`config.mk`:
```
export PLATFORM = sky130hd
export DESIGN_NAME = spi_master_core_flat
export DESIGN_NICKNAME = d
export VERILOG_FILES = /design/src/rtl/spi_master_core_pkg.sv /design/src/rtl/spi_master_core_if.sv /design/src/rtl/spi_master_core_sck_gen.sv /design/src/rtl/spi_master_core.sv /design/src/flat_wrapper.sv
export SDC_FILE = /design/constraint.sdc
export NUM_CORES = 1
export LEC_CHECK = 0
export ABC_CLOCK_PERIOD_IN_PS = 2520
export CORE_MARGIN = 2
export CORE_UTILIZATION = 54
export DETAILED_ROUTE_END_ITERATION = 6
export PLACE_DENSITY_LB_ADDON = 0.3
export SYNTH_ARGS = -nofsm -noshare
export SYNTH_HDL_FRONTEND = slang
export SYNTH_SLANG_ARGS = --single-unit
```
`constraint.sdc`:
```
create_clock -name clk -period 2.52 [get_ports clk]
set_input_delay 0.252 -clock clk [delete_from_list [all_inputs] [get_ports clk]]
set_output_delay 0.252 -clock clk [all_outputs]
set_load 0.005 [all_outputs]
```
`src/rtl/spi_master_core_pkg.sv`:
```
// Shared types and timing helpers for the SPI master shift engine.
// Holds the SPCR layout, FSM states and half-period mapping.
package spi_master_core_pkg;

  localparam int DATA_WIDTH = 8;

  localparam logic [6:0] HALF_SPR0 = 7'd2;
  localparam logic [6:0] HALF_SPR1 = 7'd8;
  localparam logic [6:0] HALF_SPR2 = 7'd32;
  localparam logic [6:0] HALF_SPR3 = 7'd64;

  typedef struct packed {
    logic       spie;
    logic       spe;
    logic       dord;
    logic       dummy;
    logic       cpol;
    logic       cpha;
    logic [1:0] spr;
  } spcr_t;

  typedef enum logic [1:0] {
    IDLE,
    XFER,
    DONE
  } state_e;

  // Returns H-1 so the 6-bit counter can reach the 64-cycle setting.
  function automatic logic [5:0] hp_m1(
    input logic       spi2x,
    input logic [1:0] spr
  );
    logic [6:0] h;
    unique case (spr)
      2'b00:   h = HALF_SPR0;
      2'b01:   h = HALF_SPR1;
      2'b10:   h = HALF_SPR2;
      default: h = HALF_SPR3;
    endcase
    if (spi2x) h = h >> 1;
    return 6'(h - 7'd1);
  endfunction

  function automatic logic [7:0] rev8(
    input logic [7:0] v
  );
    logic [7:0] r;
    for (int i = 0; i < 8; i++) r[i] = v[7-i];
    return r;
  endfunction

endpackage

```
`src/rtl/spi_master_core_if.sv`:
```
// Register-file side bundle of the SPI master core.
// master = SPCR/SPSR/SPDR block, slave = shift engine.
interface spi_master_core_if;

  logic [7:0] spcr_i;
  logic       spi2x_i;
  logic       wr_en_i;
  logic [7:0] wr_data_i;
  logic [7:0] rd_data_o;
  logic       done_o;
  logic       busy_o;
  logic       wcol_o;

  modport master (
    output spcr_i,
    output spi2x_i,
    output wr_en_i,
    output wr_data_i,
    input  rd_data_o,
    input  done_o,
    input  busy_o,
    input  wcol_o
  );

  modport slave (
    input  spcr_i,
    input  spi2x_i,
    input  wr_en_i,
    input  wr_data_i,
    output rd_data_o,
    output done_o,
    output busy_o,
    output wcol_o
  );

endinterface

```
`src/rtl/spi_master_core_sck_gen.sv`:
```
// SCK edge timing: half-period counter plus 16-edge counter.
// Strobes mark the clk edge that toggles SCK.
module spi_sck_gen
  import spi_master_core_pkg::*;
(
  input  logic       clk,
  input  logic       rst_n,
  input  logic       run_i,
  input  logic [5:0] hp_m1_i,
  output logic       lead_o,
  output logic       trail_o,
  output logic       fin_o,
  output logic       last_o
);

  logic [5:0] cnt_q, cnt_d;
  logic [4:0] edge_q, edge_d;
  logic       stb;

  always_comb begin
    cnt_d  = '0;
    edge_d = '0;
    stb    = 1'b0;
    if (run_i && !edge_q[4]) begin
      stb    = (cnt_q == hp_m1_i);
      cnt_d  = stb ? 6'd0 : cnt_q + 6'd1;
      edge_d = stb ? edge_q + 5'd1 : edge_q;
    end else if (run_i) begin
      edge_d = edge_q;
    end
  end

  assign lead_o  = stb & ~edge_q[0];
  assign trail_o = stb & edge_q[0];
  assign fin_o   = stb & (edge_q == 5'd15);
  assign last_o  = run_i & edge_q[4];

  always_ff @(posedge clk) begin
    if (!rst_n) begin
      cnt_q  <= '0;
      edge_q <= '0;
    end else begin
      cnt_q  <= cnt_d;
      edge_q <= edge_d;
    end
  end

endmodule

```
`src/rtl/spi_master_core.sv`:
```
// Byte-wide SPI master: FSM, shifters and registered pin outputs.
// SCK timing comes from spi_sck_gen.
module spi_master_core
  import spi_master_core_pkg::*;
(
  input  logic                clk,
  input  logic                rst_n,
  spi_master_core_if.slave    bus,
  output logic                sck_o,
  output logic                mosi_o,
  input  logic                miso_i
);

  spcr_t      spcr;
  state_e     state_q, state_d;
  logic [7:0] sh_q, sh_d;
  logic [7:0] rx_q, rx_d;
  logic [7:0] rd_q, rd_d;
  logic [7:0] seq;
  logic       sck_q, sck_d;
  logic       mosi_q, mosi_d;
  logic       busy_q, busy_d;
  logic       done_q, done_d;
  logic       wcol_q, wcol_d;
  logic       cpol_q, cpol_d;
  logic       cpha_q, cpha_d;
  logic       dord_q, dord_d;
  logic [5:0] hp_q, hp_d;
  logic       start;
  logic       lead, trail, fin, last;
  logic       unused_spcr;

  assign spcr        = spcr_t'(bus.spcr_i);
  assign unused_spcr = ^{spcr.spie, spcr.dummy};
  assign start       = bus.wr_en_i & spcr.spe;
  // Shifter always emits bit 0 first; MSB-first data is reversed on load.
  assign seq = spcr.dord ? bus.wr_data_i : rev8(bus.wr_data_i);

  spi_sck_gen u_sck_gen (
    .clk     (clk),
    .rst_n   (rst_n),
    .run_i   (state_q == XFER),
    .hp_m1_i (hp_q),
    .lead_o  (lead),
    .trail_o (trail),
    .fin_o   (fin),
    .last_o  (last)
  );

  always_comb begin
    state_d = state_q;
    sh_d    = sh_q;
    rx_d    = rx_q;
    rd_d    = rd_q;
    sck_d   = sck_q;
    mosi_d  = mosi_q;
    done_d  = 1'b0;
    wcol_d  = 1'b0;
    cpol_d  = cpol_q;
    cpha_d  = cpha_q;
    dord_d  = dord_q;
    hp_d    = hp_q;
    unique case (state_q)
      IDLE, DONE: begin
        state_d = IDLE;
        sck_d   = spcr.cpol;
        mosi_d  = 1'b1;
        if (start) begin
          state_d = XFER;
          cpol_d  = spcr.cpol;
          cpha_d  = spcr.cpha;
          dord_d  = spcr.dord;
          hp_d    = hp_m1(bus.spi2x_i, spcr.spr);
          rx_d    = '0;
          if (spcr.cpha) begin
            sh_d = seq;
          end else begin
            mosi_d = seq[0];
            sh_d   = {1'b0, seq[7:1]};
          end
        end
      end
      XFER: begin
        wcol_d = bus.wr_en_i;
        if (!spcr.spe) begin
          state_d = IDLE;
          sck_d   = cpol_q;
          mosi_d  = 1'b1;
        end else if (last) begin
          state_d = DONE;
          done_d  = 1'b1;
          sck_d   = cpol_q;
          mosi_d  = 1'b1;
          rd_d    = dord_q ? rx_q : rev8(rx_q);
        end else begin
          if (lead | trail) sck_d = ~sck_q;
          if (cpha_q ? trail : lead) rx_d = {miso_i, rx_q[7:1]};
          if (cpha_q ? lead : (trail & ~fin)) begin
            mosi_d = sh_q[0];
            sh_d   = {1'b0, sh_q[7:1]};
          end
        end
      end
      default: state_d = IDLE;
    endcase
    busy_d = (state_d == XFER);
  end

  always_ff @(posedge clk) begin
    if (!rst_n) begin
      state_q <= IDLE;
      sh_q    <= '0;
      rx_q    <= '0;
      rd_q    <= '0;
      sck_q   <= 1'b0;
      mosi_q  <= 1'b1;
      busy_q  <= 1'b0;
      done_q  <= 1'b0;
      wcol_q  <= 1'b0;
      cpol_q  <= 1'b0;
      cpha_q  <= 1'b0;
      dord_q  <= 1'b0;
      hp_q    <= '0;
    end else begin
      state_q <= state_d;
      sh_q    <= sh_d;
      rx_q    <= rx_d;
      rd_q    <= rd_d;
      sck_q   <= sck_d;
      mosi_q  <= mosi_d;
      busy_q  <= busy_d;
      done_q  <= done_d;
      wcol_q  <= wcol_d;
      cpol_q  <= cpol_d;
      cpha_q  <= cpha_d;
      dord_q  <= dord_d;
      hp_q    <= hp_d;
    end
  end

  assign bus.rd_data_o = rd_q;
  assign bus.done_o    = done_q;
  assign bus.busy_o    = busy_q;
  assign bus.wcol_o    = wcol_q;
  assign sck_o         = sck_q;
  assign mosi_o        = mosi_q;

endmodule

```
`src/flat_wrapper.sv`:
```
// flat-port wrapper written by rule: the top's interface ports become plain ports
module spi_master_core_flat import spi_master_core_pkg::*;
  (clk, rst_n, sck_o, mosi_o, miso_i, bus_spcr_i, bus_spi2x_i, bus_wr_en_i, bus_wr_data_i, bus_rd_data_o, bus_done_o, bus_busy_o, bus_wcol_o);
  spi_master_core_if bus_i ();
  input  logic clk;
  input  logic rst_n;
  output logic sck_o;
  output logic mosi_o;
  input  logic miso_i;
  input wire logic [$bits(bus_i.spcr_i)-1:0] bus_spcr_i;
  input wire logic [$bits(bus_i.spi2x_i)-1:0] bus_spi2x_i;
  input wire logic [$bits(bus_i.wr_en_i)-1:0] bus_wr_en_i;
  input wire logic [$bits(bus_i.wr_data_i)-1:0] bus_wr_data_i;
  output wire logic [$bits(bus_i.rd_data_o)-1:0] bus_rd_data_o;
  output wire logic [$bits(bus_i.done_o)-1:0] bus_done_o;
  output wire logic [$bits(bus_i.busy_o)-1:0] bus_busy_o;
  output wire logic [$bits(bus_i.wcol_o)-1:0] bus_wcol_o;
  assign bus_i.spcr_i = bus_spcr_i;
  assign bus_i.spi2x_i = bus_spi2x_i;
  assign bus_i.wr_en_i = bus_wr_en_i;
  assign bus_i.wr_data_i = bus_wr_data_i;
  assign bus_rd_data_o = bus_i.rd_data_o;
  assign bus_done_o = bus_i.done_o;
  assign bus_busy_o = bus_i.busy_o;
  assign bus_wcol_o = bus_i.wcol_o;
  spi_master_core u_core (.clk(clk), .rst_n(rst_n), .bus(bus_i), .sck_o(sck_o), .mosi_o(mosi_o), .miso_i(miso_i));
endmodule
```
==> reports/metrics.csv <==
metric,value,unit
"Seq/Total Area, Yosys",41.4,%
DRT met1 WL,2310,µm
fraction of registers with async set/reset,0,%
post-route insts no fill,346,
total of max-cap violations,0,
Crit. Startpoint,u_core.u_sck_gen.edge_q[0]$_SDFFE_PN0P_,
"top cells by area, synth","dfxtp_1 41%, nand2_1 5.9%, mux2i_1 5.3%",
GP Congestion,0.902,
DR pass1 iterations,4,
critical-path cell list,"ha_1, and3_1, ha_1, nor2_1, a21oi_1, nand4b_1, buf_4, nand2_1, o221a_2",
final wirelength,4960,µm
Layout area overhead,18.5,%
Buffers on Ports,31,
vias in the first global route,1868,
Chip Height,71.6,µm
CP required,2.72,ns
total CTS buffers,5,
Mapped Cells,265,
Tmin final,2.11,ns
hold_ws,0.481,ns
post-synth top area share,41.4,%
status,"finished, final reports clean",
initial core utilization,56.2,%
clock skew,0.00791,ns
RSZ-0062 raised after global routing,false,
HPWL after detailed placement,3490,µm
Critical Path Most Common Cell,ha_1,
Routed WL per cell,14.3,µm
met2 wire length,2440,µm
layout cells sized above 1,8.50,%
clock insertion delay at the later pin of the skew report,0.30,ns
crit-path max FO,14,
startpoint types,register,
H-tree depth,2,
antenna cells,0,
Achievable Freq,0.475,GHz
Hold Startpoint,u_core.hp_q[3]$_SDFFE_PN0P_,
# setup viols final,0,
Ports,34,
post-CTS setup buffers,0,
met3 routed WL,146,µm
GRT Overall Usage,21.1,%
Clock Path Buffers,2,
first-pass GRT wire length,8730,µm
gr ovfl total,0,
critical path class,register to register,
hold crit path type,register to register,
"count leader, synth",dfxtp_1,
vias per cell,5.74,
antenna violations before repair,0,
CTS-repair resized insts,0,
PwrDens,560,mW/mm²
cell count after placement,338,
# rows,24,
Setup TNS,0,ns
clock net sink count,51,
Post-synth top cells,"51 x dfxtp_1, 39 x nand2_1, 19 x nor2_1",
final period utilization,83.6,%
ANT nets after route,0,
Die W,71.6,µm
"IR drop worst, VDD",0.413,mV
Clock transition at path regs,0.09,ns
Critical Path AT,2.31,ns
Synth Cell Area,0.00246,mm²
post-route DRC violation count,0,
Mapped Nets,290,
CORE AREA,0.00438,mm²
worst r2r src,u_core.u_sck_gen.edge_q[0]$_SDFFE_PN0P_,
Yosys cell types,47,
Final Slew Violations,0,
final hold viol count,0,
Post-synth EDFFs,0,
Worst path slowest cell,dfxtp_1,
largest net degree at the start of global routing,25,
top layer used by detailed routing,met4,
CP max stage delay,0.45,ns
main flop type after synthesis,dfxtp_1,
DR iter-0 viols,108,
Leakage,1.25,nW
Yosys top cell by area,dfxtp_1,
mean post-synth cell area,9.30,µm²
slew margin rel.,58.0,%
CTS Hold Bufs,0,
TritonCTS clock tree,yes,
#FFs+latches synth,51,
CTS root buffer,clkbuf_8,
synth warn,0,
vias,1986,
CP endpoint kind,register,
Worst-Margin Slew,0.630,ns
nets,318,
die footprint,0.00512,mm²
final timing paths:
kind / cells past startpoint / endpoint / slack [ns]
max: 9 / u_core.sh_q[6]$_SDFFE_PN0P_ / 0.41
min: 2 / u_core.hp_q[3]$_SDFFE_PN0P_ / 0.48
max reg2reg: 9 / u_core.sh_q[6]$_SDFFE_PN0P_ / 0.41
min reg2reg: 2 / u_core.hp_q[3]$_SDFFE_PN0P_ / 0.48
per-stage QoR:
stage | total power, mW | util [%] | area [µm²] | setup WS, ns
floorplan | 0.999 | - | 2460 | 0.651
global placement | 1.06 | 64.0 | 2800 | 0.422
detailed placement | 1.07 | 64.0 | 2800 | 0.404
CTS | 1.64 | 66.6 | 2920 | 0.464
global route | 1.71 | 66.6 | 2920 | 0.317
finish | 1.64 | 66.6 | 2920 | 0.413
per-layer routing:
| metal | vias up | global-route usage [%] |
|---|---|---|
| met4 | 0 | 5.87 |
| met5 | - | 0 |
| li1 | 1007 | - |
| met1 | 939 | 29.6 |
| met2 | 31 | 33.8 |
| met3 | 9 | 3.52 |
cell usage in the layout (no fill, tap or decap), types with 2 or more instances in the layout:
cell / synthesis / routed
nor3_1: 3 / 3
and3_1: 4 / 4
or4_1: 3 / 3
a21boi_0: 8 / 8
and2_1: 3 / 3
o211a_1: 12 / 12
o31ai_1: 2 / 2
clkdlybuf4s50_1: 0 / 31
o211ai_1: 3 / 3
nand2b_1: 2 / 2
a22o_1: 8 / 8
o221ai_1: 5 / 5
mux4_2: 2 / 2
ha_1: 4 / 4
mux2_2: 4 / 4
nor2_1: 19 / 19
nand3_1: 12 / 12
buf_4: 0 / 4
nor2b_1: 5 / 5
mux2i_1: 13 / 13
xnor2_1: 3 / 3
inv_1: 7 / 7
nand2_1: 39 / 39
clkbuf_8: 0 / 6
a21oi_1: 10 / 10
dfxtp_1: 51 / 51
xor2_1: 10 / 10
cell type report:
class / count / area [µm²]
clock buffers: 6 / 82.6
clock inverters: 2 / 35.0
fillers: 368 / 1460
inverters: 7 / 26.3
multi-input cells: 193 / 1350
flip-flops and latches: 51 / 1020
well taps: 52 / 65.1
repair buffers: 35 / 340
cell families after synthesis:
group                      count (synthesis)  share of synthesized area (%)
DFF                                       51                           41.4
and+or+nand+nor                           98                           20.2
muxes                                     19                           8.93
buffers and inverters                     21                           3.76
adders and majority gates                  4                           2.03
AOI/OAI and AO/OA                         59                           19.0
xor gates and xnor gates                  13                           4.62
state kept, by name, indices dropped and copies added, names as in the netlist:
| register | count |
|---|---|
| u_core.bus.done_o | 1 |
| u_core.bus.rd_data_o | 8 |
| u_core.u_sck_gen.edge_q | 5 |
| u_core.sck_o | 1 |
| u_core.hp_q | 6 |
| u_core.u_sck_gen.cnt_q | 6 |
| u_core.sh_q | 8 |
| u_core.state_q | 2 |
| u_core.bus.busy_o | 1 |
| u_core.dord_q | 1 |
| u_core.rx_q | 8 |
| u_core.cpol_q | 1 |
| u_core.bus.wcol_o | 1 |
| u_core.mosi_o | 1 |
| u_core.cpha_q | 1 |
worst max-delay path, delay by kind of cell (launching register included):
kind | cells | cell delay [ns]
buffers and inverters | 1 | 0.19
and+or+nand+nor | 4 | 0.46
DFF | 1 | 0.45
AOI/OAI and AO/OA | 2 | 0.57
adders and majority gates | 2 | 0.34
where the power goes:
part | total [mW] | switching, mW | internal [mW]
clock network | 0.586 | 0.265 | 0.321
logic | 0.204 | 0.108 | 0.0952
registers | 0.846 | 0.0180 | 0.828
Note: power is estimated with default switching activity, not from simulation.
